$ cat src/rtl/fpu_pkg.sv
// fpu_pkg: shared constants and types for the iterative FP divider.
//   - state_t : divider FSM state encoding
//   - EXP_W / MAN_W / BIAS : IEEE-754 single-precision field widths and bias
//   - REM_W : width of the restoring-divider partial remainder
package fpu_pkg;

    localparam int EXP_W = 8;
    localparam int MAN_W = 23;
    localparam int BIAS  = 127;
    localparam int REM_W = 26;

    typedef enum logic [1:0] {
        IDLE = 2'd0,
        DIV  = 2'd1,
        RND  = 2'd2,
        OUT  = 2'd3
    } state_t;

endpackage

$ cat src/rtl/fdiv_iter_step.sv
// fdiv_iter_step: one restoring radix-2 division step (compare, subtract, shift).
// Ports:
//   rem      - current partial remainder (REM_W bits)
//   dvs      - divisor significand 1.m (MAN_W+1 bits)
//   qbit     - quotient bit produced by this step
//   rem_next - remainder for the next step, already shifted left by one
module fdiv_iter_step
    import fpu_pkg::*;
(
    input  logic [REM_W-1:0] rem,
    input  logic [MAN_W:0]   dvs,
    output logic             qbit,
    output logic [REM_W-1:0] rem_next
);

    logic [REM_W-1:0] dvs_ext;
    logic [REM_W-1:0] diff;

    always_comb begin
        dvs_ext  = {{(REM_W-MAN_W-1){1'b0}}, dvs};
        diff     = rem - dvs_ext;
        qbit     = (rem >= dvs_ext);
        // The kept remainder is always below the divisor, so the top bit
        // dropped by the shift is zero.
        rem_next = qbit ? {diff[REM_W-2:0], 1'b0} : {rem[REM_W-2:0], 1'b0};
    end

endmodule

$ cat src/rtl/fdiv_iter.sv
// fdiv_iter: iterative IEEE-754 single-precision divider, fixed latency.
// A request accepted in IDLE produces y = x1 / x2 with a one-cycle valid
// pulse exactly QBITS+2 cycles after the accept edge. Denormals are flushed
// to zero, exponent 255 is treated as infinity, rounding is nearest-even.
// Optional feature macro: FDIV_EXC_EN adds the flags output.
// Ports:
//   clk   - clock, rising edge
//   rstn  - asynchronous active-low reset
//   x1    - dividend
//   x2    - divisor
//   req   - start request, sampled only while busy=0
//   y     - quotient, held until the next result
//   valid - one-cycle pulse marking a new y
//   busy  - high from accept edge through the valid cycle
//   flags - (FDIV_EXC_EN only) bit0 divide-by-zero, bit1 overflow
module fdiv_iter
    import fpu_pkg::*;
#(
    parameter int QBITS = 26
) (
    input  logic        clk,
    input  logic        rstn,
    input  logic [31:0] x1,
    input  logic [31:0] x2,
    input  logic        req,
    output logic [31:0] y,
    output logic        valid,
`ifdef FDIV_EXC_EN
    output logic        busy,
    output logic [1:0]  flags
`else
    output logic        busy
`endif
);

    localparam int CNT_W = $clog2(QBITS + 1);
    localparam logic [CNT_W-1:0] LAST = CNT_W'(QBITS);

    state_t           state;
    logic [CNT_W-1:0] cnt;
    logic [31:0]      a_r;
    logic [31:0]      b_r;
    logic [REM_W-1:0] rem;
    logic [QBITS-1:0] q;

    logic             qbit;
    logic [REM_W-1:0] rem_next;

    fdiv_iter_step u_step (
        .rem      (rem),
        .dvs      ({1'b1, b_r[MAN_W-1:0]}),
        .qbit     (qbit),
        .rem_next (rem_next)
    );

    // Normalise, round and resolve special cases from the finished quotient.
    logic             sgn;
    logic [EXP_W-1:0] e1, e2;
    logic             z1, z2, i1, i2;
    logic             norm, g, r, s, up, carry;
    logic [MAN_W:0]   mant_pre;
    logic [MAN_W+1:0] mant_sum;
    logic [MAN_W-1:0] frac;
    logic [9:0]       e_res;
    logic             ovf, unf;
    logic [31:0]      res_y;

    always_comb begin
        sgn = a_r[31] ^ b_r[31];
        e1  = a_r[MAN_W +: EXP_W];
        e2  = b_r[MAN_W +: EXP_W];
        z1  = (e1 == '0);
        z2  = (e2 == '0);
        i1  = (e1 == '1);
        i2  = (e2 == '1);

        norm     = q[QBITS-1];
        mant_pre = norm ? q[QBITS-1:2] : q[QBITS-2:1];
        g        = norm ? q[1] : q[0];
        r        = norm ? q[0] : 1'b0;
        s        = (rem != '0);
        up       = g & (r | s | mant_pre[0]);
        mant_sum = {1'b0, mant_pre} + {{(MAN_W+1){1'b0}}, up};
        carry    = mant_sum[MAN_W+1];
        frac     = carry ? mant_sum[MAN_W:1] : mant_sum[MAN_W-1:0];

        e_res = {2'b00, e1} - {2'b00, e2} + 10'(BIAS)
              - {9'b0, ~norm} + {9'b0, carry};
        ovf   = ($signed(e_res) >= 10'sd255);
        unf   = ($signed(e_res) <= 10'sd0);

        if (z2)        res_y = {sgn, {EXP_W{1'b1}}, {MAN_W{1'b0}}};
        else if (z1)   res_y = {sgn, 31'b0};
        else if (i1)   res_y = {sgn, {EXP_W{1'b1}}, {MAN_W{1'b0}}};
        else if (i2)   res_y = {sgn, 31'b0};
        else if (ovf)  res_y = {sgn, {EXP_W{1'b1}}, {MAN_W{1'b0}}};
        else if (unf)  res_y = {sgn, 31'b0};
        else           res_y = {sgn, e_res[EXP_W-1:0], frac};
    end

`ifdef FDIV_EXC_EN
    logic [1:0] res_flags;
    always_comb begin
        res_flags    = '0;
        res_flags[0] = z2 & ~z1;
        res_flags[1] = ~(z1 | z2 | i1 | i2) & ovf;
    end
`endif

    always_ff @(posedge clk or negedge rstn) begin
        if (!rstn) begin
            state <= IDLE;
            cnt   <= '0;
            a_r   <= '0;
            b_r   <= '0;
            rem   <= '0;
            q     <= '0;
            y     <= '0;
            valid <= 1'b0;
            busy  <= 1'b0;
`ifdef FDIV_EXC_EN
            flags <= '0;
`endif
        end else begin
            case (state)
                IDLE: begin
                    if (req && !busy) begin
                        a_r   <= x1;
                        b_r   <= x2;
                        cnt   <= '0;
                        busy  <= 1'b1;
                        state <= DIV;
                    end
                end
                DIV: begin
                    // First DIV cycle seeds the remainder with the dividend
                    // significand; the QBITS steps follow, which yields the
                    // fixed QBITS+2 latency to the valid cycle.
                    if (cnt == '0) begin
                        rem <= {{(REM_W-MAN_W-1){1'b0}}, 1'b1, a_r[MAN_W-1:0]};
                    end else begin
                        rem <= rem_next;
                        q   <= {q[QBITS-2:0], qbit};
                    end
                    cnt <= cnt + 1'b1;
                    if (cnt == LAST) state <= RND;
                end
                RND: begin
                    y     <= res_y;
                    valid <= 1'b1;
`ifdef FDIV_EXC_EN
                    flags <= res_flags;
`endif
                    state <= OUT;
                end
                OUT: begin
                    valid <= 1'b0;
                    busy  <= 1'b0;
                    state <= IDLE;
                end
                default: state <= IDLE;
            endcase
        end
    end

endmodule

$ cat config.mk
export PLATFORM = sky130hd
export DESIGN_NAME = fdiv_iter
export DESIGN_NICKNAME = d
export VERILOG_FILES = /design/src/rtl/fpu_pkg.sv /design/src/rtl/fdiv_iter_step.sv /design/src/rtl/fdiv_iter.sv
export SDC_FILE = /design/constraint.sdc
export NUM_CORES = 1
export LEC_CHECK = 0
export BUFFER_PORTS_ARGS = -buffer_cell sky130_fd_sc_hd__buf_2
export CORE_MARGIN = 8
export CORE_UTILIZATION = 50
export CTS_CLUSTER_DIAMETER = 60
export CTS_CLUSTER_SIZE = 12
export DETAILED_ROUTE_END_ITERATION = 8
export PLACE_DENSITY_LB_ADDON = 0.1
export SYNTH_ARGS = -nofsm -noshare
export SYNTH_HDL_FRONTEND = slang
export SYNTH_SLANG_ARGS = --single-unit
export TNS_END_PERCENT = 50
$ cat constraint.sdc
create_clock -name clk -period 7.7 [get_ports clk]
set_input_delay 0.77 -clock clk [delete_from_list [all_inputs] [get_ports clk]]
set_output_delay 0.77 -clock clk [all_outputs]
set_load 0.03 [all_outputs]
# Yosys cells after proc, flatten, opt, wreduce, memory -nomap -nowiden

Cells that the tools add are included.

Flip-flop bits (word level): 157
Output and inout port bits: 34

Add/sub/neg operators: 7
$lt $le $gt $ge: 3
Eq/ne operators: 8
Muxes and demuxes: 20
Bitwise operators: 6
Reductions and logical operators: 15

Operators with widths:

| cell                 | number |
|---|---|
| $mux 31              | 6 |
| $mux 26              | 2 |
| $ge 26x24->1         | 1 |
| $reduce_bool 26->1   | 1 |
| $add 24x1->25        | 1 |
| $sub 25x24->25       | 1 |
| $mux 24              | 1 |
| $mux 23              | 1 |
| $eq 8x8->1 const B   | 2 |
| $logic_not 8->1      | 2 |
| $add 10x1->10        | 1 |
| $add 9x8->10 const B | 1 |
| $ge 10x9->1 const B  | 1 |
| $le 10x1->1 const B  | 1 |
| $pmux 5 s2           | 1 |
| $reduce_and 2->1     | 5 |
| $sub 10x1->10        | 1 |
| $sub 8x8->9          | 1 |
| $pmux 2 s4           | 1 |
| $reduce_bool 2->1    | 3 |
| $add 5x1->5 const B  | 1 |
| $eq 5x5->1 const B   | 1 |
| $logic_not 5->1      | 1 |
| $mux 5               | 1 |
| other kinds (13)     | 21 |

# Depth between registers and ports, before layout

Word-level depth: 13
Gate-level depth with buffers: 26

# Hierarchy

A second synthesis with hierarchy kept.

Cells, all modules: 1034
Area total of the unflattened synthesis: 10027.1 um^2

Modules (own cells, without submodules):

| module         | instances | cells an instance | area each (um^2) | sequential area each (um^2) |
|---|---|---|---|---|
| fdiv_iter      | 1         | 756               | 8276.7           | 3928.8 |
| fdiv_iter_step | 1         | 278               | 1750.4           | 0.0 |

# Least setup slack after synthesis

OpenSTA, ideal clock, no wires.

Kind: reg2reg
Start: register q[25]
End: register y[10]
Arrival: 6.175 ns
Path slack: 1.444 ns
Cell stages (with the launch flop): 27
Path through: dfrtp_1 -> buf_4 -> clkbuf_1 -> buf_1 -> clkbuf_1 -> mux2_2 -> ha_1 -> and3_1 -> o2111ai_1 -> nor3_2 -> nand3_2 -> nor3_4 -> buf_2 -> xnor2_1 -> ha_1 -> a21o_1 -> ha_1 -> fa_1 -> a211oi_1 -> o21bai_1 -> a21oi_1 -> xnor2_1 -> nor4_1 -> o21ai_0 -> or4b_1 -> buf_6 -> o22ai_2

Cells in the longest elaborated chain, start to end: 13

Ends and longest elaborated chain:

| what                    | RTL line         | RTL |
|---|---|---|
| start, declared         | fdiv_iter.sv:44  | `logic [QBITS-1:0] q;` |
| start signal, assigned  | fdiv_iter.sv:143 | `q <= {q[QBITS-2:0], qbit};` |
| $mux 1                  | fdiv_iter.sv:80  | `r = norm ? q[0] : 1'b0;` |
| $or 1x1->1 (2 in a row) | fdiv_iter.sv:82  | `up = g & (r \| s \| mant_pre[0]);` |
| $and 1x1->1             | fdiv_iter.sv:82  |  |
| $add 24x1->25           | fdiv_iter.sv:83  | `mant_sum = {1'b0, mant_pre} + {{(MAN_W+1){1'b0}}, up};` |
| $add 10x1->10           | fdiv_iter.sv:88  | `- {9'b0, ~norm} + {9'b0, carry};` |
| $le 10x1->1             | fdiv_iter.sv:90  | `unf = ($signed(e_res) <= 10'sd0);` |
| $mux 31                 | fdiv_iter.sv:97  | `else if (unf) res_y = {sgn, 31'b0};` |
| $mux 31 *               | fdiv_iter.sv:96  | `else if (ovf) res_y = {sgn, {EXP_W{1'b1}}, {MAN_W{1'b0}}};` |
| $mux 31 *               | fdiv_iter.sv:95  | `else if (i2) res_y = {sgn, 31'b0};` |
| $mux 31 *               | fdiv_iter.sv:94  | `else if (i1) res_y = {sgn, {EXP_W{1'b1}}, {MAN_W{1'b0}}};` |
| $mux 31 *               | fdiv_iter.sv:93  | `else if (z1) res_y = {sgn, 31'b0};` |
| $mux 31 *               | fdiv_iter.sv:92  | `if (z2) res_y = {sgn, {EXP_W{1'b1}}, {MAN_W{1'b0}}};` |
| end signal, assigned    | fdiv_iter.sv:149 | `y <= res_y;` |
| end, declared           | fdiv_iter.sv:26  | `output logic [31:0] y,` |

Mark *: on every way between the ends. The rest lies on a longest branch, timed or not.
A chain may end at the register's enable or synchronous reset.

# Worst setup path after layout

Start: register q[25]
End: register y[6]

Same word-level chain as after synthesis.

==> impl_metrics.xml <==
<?xml version="1.0" encoding="UTF-8"?>
<metrics>
  <group name="run_status">
    <metric name="status" unit="">finished, final reports clean</metric>
  </group>
  <group name="yosys">
    <metric name="synth_edf_count" unit="">0</metric>
    <metric name="ys_dominant_reg_cell" unit="">sky130_fd_sc_hd__dfrtp_1</metric>
    <metric name="syn-instance-count" unit="">1034</metric>
    <metric name="fraction_of_synthesized_cell_area_in_xor_and_xnor_cells" unit="%">5.829</metric>
    <metric name="avgSynthCellArea" unit="µm²">9.425</metric>
    <metric name="syn-num-nets" unit="">1152</metric>
    <metric name="synth_adder_area_share" unit="%">6.779</metric>
    <metric name="largest_family_of_logic_cells_by_synthesized_area" unit="">compound AO/OA/AOI/OAI gates</metric>
    <metric name="synth_area" unit="µm²">9746</metric>
    <metric name="yosys.area_share.simple" unit="%">14.92</metric>
    <metric name="compound_gate_portion_of_the_synthesized_area" unit="%">16.36</metric>
    <metric name="synth-warning-count" unit="">0</metric>
    <metric name="post_synth_mux_area_share" unit="%">10.42</metric>
    <metric name="part_of_the_yosys_area_used_for_sequential_elements" unit="%">40.31</metric>
    <metric name="ys_ff_latch" unit="">157</metric>
    <metric name="netlist-cell-type-count" unit="">70</metric>
    <metric name="ys_async_sr_fraction" unit="%">100.0</metric>
  </group>
  <group name="detailed_routing">
    <metric name="route.detailed.drc" unit="">0</metric>
    <metric name="routed-via-count" unit="">7651</metric>
    <metric name="route.detailed.vias_per_inst" unit="">5.524</metric>
    <metric name="avgRoutedWirePerCell" unit="µm">16.21</metric>
    <metric name="first_iter_violations" unit="">388</metric>
    <metric name="routed_wl" unit="mm">22.45</metric>
    <metric name="detail-route-antenna-nets" unit="">0</metric>
    <metric name="drt_pass1_iterations" unit="">5</metric>
  </group>
  <group name="cts">
    <metric name="worstSkewPairLatency" unit="ps">420</metric>
    <metric name="post-cts-setup-buffer-count" unit="">0</metric>
    <metric name="clk_root_buffer_cell" unit="">sky130_fd_sc_hd__clkbuf_16</metric>
    <metric name="post_cts.resized_instances" unit="">0</metric>
    <metric name="cts_made_buffers" unit="">17</metric>
    <metric name="cts_max_path_buffers" unit="">2</metric>
    <metric name="numClockSinks" unit="">157</metric>
    <metric name="cts-htree-levels" unit="">4</metric>
    <metric name="cts_hold_repair.buffers" unit="">0</metric>
    <metric name="cts_tree" unit="">done</metric>
    <metric name="clkSlewWorstSetupHoldPaths" unit="ps">60</metric>
  </group>
  <group name="layout">
    <metric name="diodes" unit="">0</metric>
    <metric name="fraction_of_layout_instances_using_a_drive_strength_above_1" unit="%">20.80</metric>
    <metric name="syn_to_final_growth" unit="%">13.40</metric>
    <metric name="num-nets-final" unit="">1226</metric>
    <metric name="post_layout_nonfiller_instances" unit="">1385</metric>
    <metric name="mostFrequentLayoutCells" unit="">157 x sky130_fd_sc_hd__dfrtp_1, 136 x sky130_fd_sc_hd__nand2_1, 99 x sky130_fd_sc_hd__buf_2, 82 x sky130_fd_sc_hd__inv_1, 68 x sky130_fd_sc_hd__mux2_2</metric>
    <metric name="fin_area" unit="µm²">11050</metric>
    <metric name="layout.cells.most_common" unit="">sky130_fd_sc_hd__dfrtp_1</metric>
  </group>
  <group name="global_routing">
    <metric name="grt_start_max_net_pins" unit="">107</metric>
    <metric name="antenna_found_initial" unit="">0</metric>
    <metric name="grt_remaining_overflow" unit="">0</metric>
    <metric name="global_route_wire_length_before_repair" unit="mm">38.36</metric>
    <metric name="grt_pass1_vias" unit="">7778</metric>
    <metric name="globalRouteTotalUtil" unit="%">19.24</metric>
  </group>
  <group name="floorplan">
    <metric name="initial_core_utilization" unit="%">50.57</metric>
    <metric name="core_area" unit="µm²">19270</metric>
    <metric name="row_count" unit="">51</metric>
    <metric name="die_h" unit="µm">155.6</metric>
    <metric name="die_area" unit="µm²">24210</metric>
    <metric name="number_of_i_o_pins" unit="">101</metric>
    <metric name="chipWidth" unit="µm">155.6</metric>
  </group>
  <group name="critical_path">
    <metric name="cp_slowest_cell" unit="">sky130_fd_sc_hd__or4b_1</metric>
    <metric name="list_of_cells_traversed_by_the_critical_path" unit="">buf_4 &gt; mux2i_1 &gt; or3_1 &gt; nor3_2 &gt; nand3_2 &gt; nor3_4 &gt; buf_4 &gt; xnor2_1 &gt; ha_1 &gt; a21o_1 &gt; ha_1 &gt; fa_1 &gt; a211oi_1 &gt; o21bai_1 &gt; a21oi_1 &gt; xnor2_1 &gt; nor4_1 &gt; o21ai_0 &gt; or4b_1 &gt; o22ai_2</metric>
    <metric name="critical_path.top_delay_family" unit="">simple AND/OR/NAND/NOR gates</metric>
    <metric name="timing.critical_path.buf_inv" unit="">2</metric>
    <metric name="worst_r2r_path_depth" unit="">20</metric>
    <metric name="ff2ff_setup_slack" unit="ps">1610</metric>
    <metric name="critPathArrivalTime" unit="ps">6420</metric>
    <metric name="reg2reg_from" unit="">q[25]</metric>
    <metric name="crit_required" unit="ps">8040</metric>
    <metric name="worstSetupStartpointType" unit="">register</metric>
    <metric name="path_class" unit="">reg2reg</metric>
    <metric name="worst_path_largest_cell_delay" unit="ps">760</metric>
    <metric name="critPathCaptureType" unit="">register</metric>
    <metric name="critical_path.reg2reg.endpoint" unit="">y[6]</metric>
    <metric name="path_max_fanout" unit="">27</metric>
    <metric name="cp.depth" unit="">20</metric>
  </group>
  <group name="sta">
    <metric name="final.period_utilization" unit="%">79.04</metric>
    <metric name="finalCriticalPeriod" unit="ps">6086</metric>
    <metric name="layout_skew" unit="ps">12.01</metric>
    <metric name="grt_setup_unrepaired" unit="">false</metric>
    <metric name="tightestPinTransition" unit="ps">992.8</metric>
    <metric name="count_of_final_hold_check_violations" unit="">0</metric>
    <metric name="clock.fmax" unit="MHz">164.3</metric>
    <metric name="setup_total_negative_slack" unit="ps">0</metric>
    <metric name="finalSetupViolCount" unit="">0</metric>
    <metric name="final-max-slew-violation-count" unit="">0</metric>
    <metric name="tightest_slew_margin_relative_to_the_limit" unit="%">33.81</metric>
  </group>
  <group name="power_and_ir_drop">
    <metric name="power_density" unit="nW/µm²">158.6</metric>
    <metric name="design_power_total" unit="mW">1.753</metric>
    <metric name="ir_worst_vdd" unit="µV">148.7</metric>
    <metric name="power.static_leakage" unit="nW">5.246</metric>
  </group>
  <group name="place">
    <metric name="io_buffer_count" unit="">100</metric>
    <metric name="finalWeightedCongestion" unit="">0.8775</metric>
    <metric name="hpwlAfterDp" unit="mm">16.40</metric>
    <metric name="dpl_cell_area" unit="µm²">10430</metric>
    <metric name="dp_cells" unit="">1354</metric>
  </group>
  <group name="run">
    <metric name="maxCapViolations" unit="">0</metric>
  </group>
  <group name="worst_hold_path">
    <metric name="hold_class" unit="">in2async</metric>
  </group>
</metrics>
[where the power goes]
group	total (mW)	switching (mW)	internal, mW
clock	0.895	0.342	0.554
combinational	0.0324	0.0199	0.0125
sequential	0.825	0	0.825
total	1.75	0.362	1.39
[final cells by class]
type                            instances  area, µm²
Clock buffer                           23      498.0
Clock inverter                          8      128.9
Fill cell                            1750       8219
Inverter                               82      307.8
Multi-Input combinational cell        743       5298
Sequential cell                       157       3929
Tap cell                              265      331.6
Timing Repair Buffer                  107      559.3
[cells in the mapped netlist, drive strengths merged, types with 2 or more instances]
cell type | count | area (µm²)
o21bai | 4 | 30.03
buf | 14 | 73.81
o221ai | 6 | 52.55
a31oi | 8 | 50.05
inv | 82 | 307.8
nand4 | 15 | 93.84
nor2 | 60 | 225.2
o22ai | 17 | 168.9
clkbuf | 38 | 142.6
nand3 | 23 | 120.1
and2 | 4 | 25.02
o32ai | 10 | 87.58
xor2 | 35 | 314.1
o221a | 3 | 33.78
a22o | 2 | 17.52
or2 | 2 | 12.51
o211ai | 9 | 67.56
a221oi | 5 | 43.79
o31ai | 3 | 36.28
dfrtp | 157 | 3929
mux2i | 25 | 250.2
o21a | 8 | 60.06
nand2b | 9 | 56.30
or3 | 5 | 31.28
o21ai | 49 | 245.2
nor2b | 10 | 62.56
a22oi | 8 | 60.06
and4 | 4 | 35.03
nor3 | 16 | 101.4
ha | 48 | 600.6
xnor2 | 29 | 254.0
and3 | 5 | 31.28
a221o | 8 | 80.08
a21boi | 2 | 15.01
nand2 | 136 | 510.5
or4 | 3 | 22.52
o2111ai | 4 | 35.03
a21oi | 48 | 244.0
fa | 3 | 60.06
a21o | 13 | 97.59
nor4 | 10 | 62.56
o211a | 2 | 20.02
a211oi | 8 | 60.06
mux2 | 68 | 765.7
[registers in the layout (all words and copies together), names as in the netlist]
name	cells
cnt	5
state	2
rem	26
a_r	32
b_r	32
busy	1
q	26
y	32
valid	1
[cells by family after synthesis]
kind of cell / count (synthesis)
fa+ha+maj: 51
mux: 93
xor+xnor: 64
simple gates: 309
flops: 157
buf+inv: 134
compound gates: 226
[how the worst max path moves through the flow]
stage          start  endpoint  slack, ps
2_1_floorplan  q[25]     y[10]       1440
3_3_place_gp   q[25]      y[8]       1730
3_5_place_dp   q[25]      y[6]       1630
4_1_cts        q[25]      y[6]       1590
5_1_grt        q[25]      y[5]       1020
6_report       q[25]      y[6]       1610
[per-stage QoR]
stage | hold slack [ps] | util (%) | worst slack [ps]
after floorplan | 444.4 | - | 1444
after global placement | 479.3 | 54.10 | 1733
after detailed placement | 493.6 | 54.10 | 1632
after CTS | 506.7 | 57.35 | 1594
after global routing | 529.0 | 57.35 | 1021
final | 434.6 | 57.35 | 1614
[worst reg2reg max path, stage by stage, from the launching register on]
cell and delay [ps]:
sky130_fd_sc_hd__dfrtp_1 550, sky130_fd_sc_hd__buf_4 410, sky130_fd_sc_hd__mux2i_1 180, sky130_fd_sc_hd__or3_1 450, sky130_fd_sc_hd__nor3_2 400, sky130_fd_sc_hd__nand3_2 200, sky130_fd_sc_hd__nor3_4 130, sky130_fd_sc_hd__buf_4 280
sky130_fd_sc_hd__xnor2_1 100, sky130_fd_sc_hd__ha_1 200, sky130_fd_sc_hd__a21o_1 150, sky130_fd_sc_hd__ha_1 200, sky130_fd_sc_hd__fa_1 410, sky130_fd_sc_hd__a211oi_1 330, sky130_fd_sc_hd__o21bai_1 120, sky130_fd_sc_hd__a21oi_1 300
sky130_fd_sc_hd__xnor2_1 190, sky130_fd_sc_hd__nor4_1 80, sky130_fd_sc_hd__o21ai_0 360, sky130_fd_sc_hd__or4b_1 760, sky130_fd_sc_hd__o22ai_2 200
[metal layers]
metal  track usage (%)  wire length (µm)  up-vias
li1                  -                 -     3798
met1             24.66             10380     3684
met2             32.67             10910      146
met3             3.740               854       23
met4             5.083               303        0
met5                 0                 0        -
(Power assumes the default switching activity.)
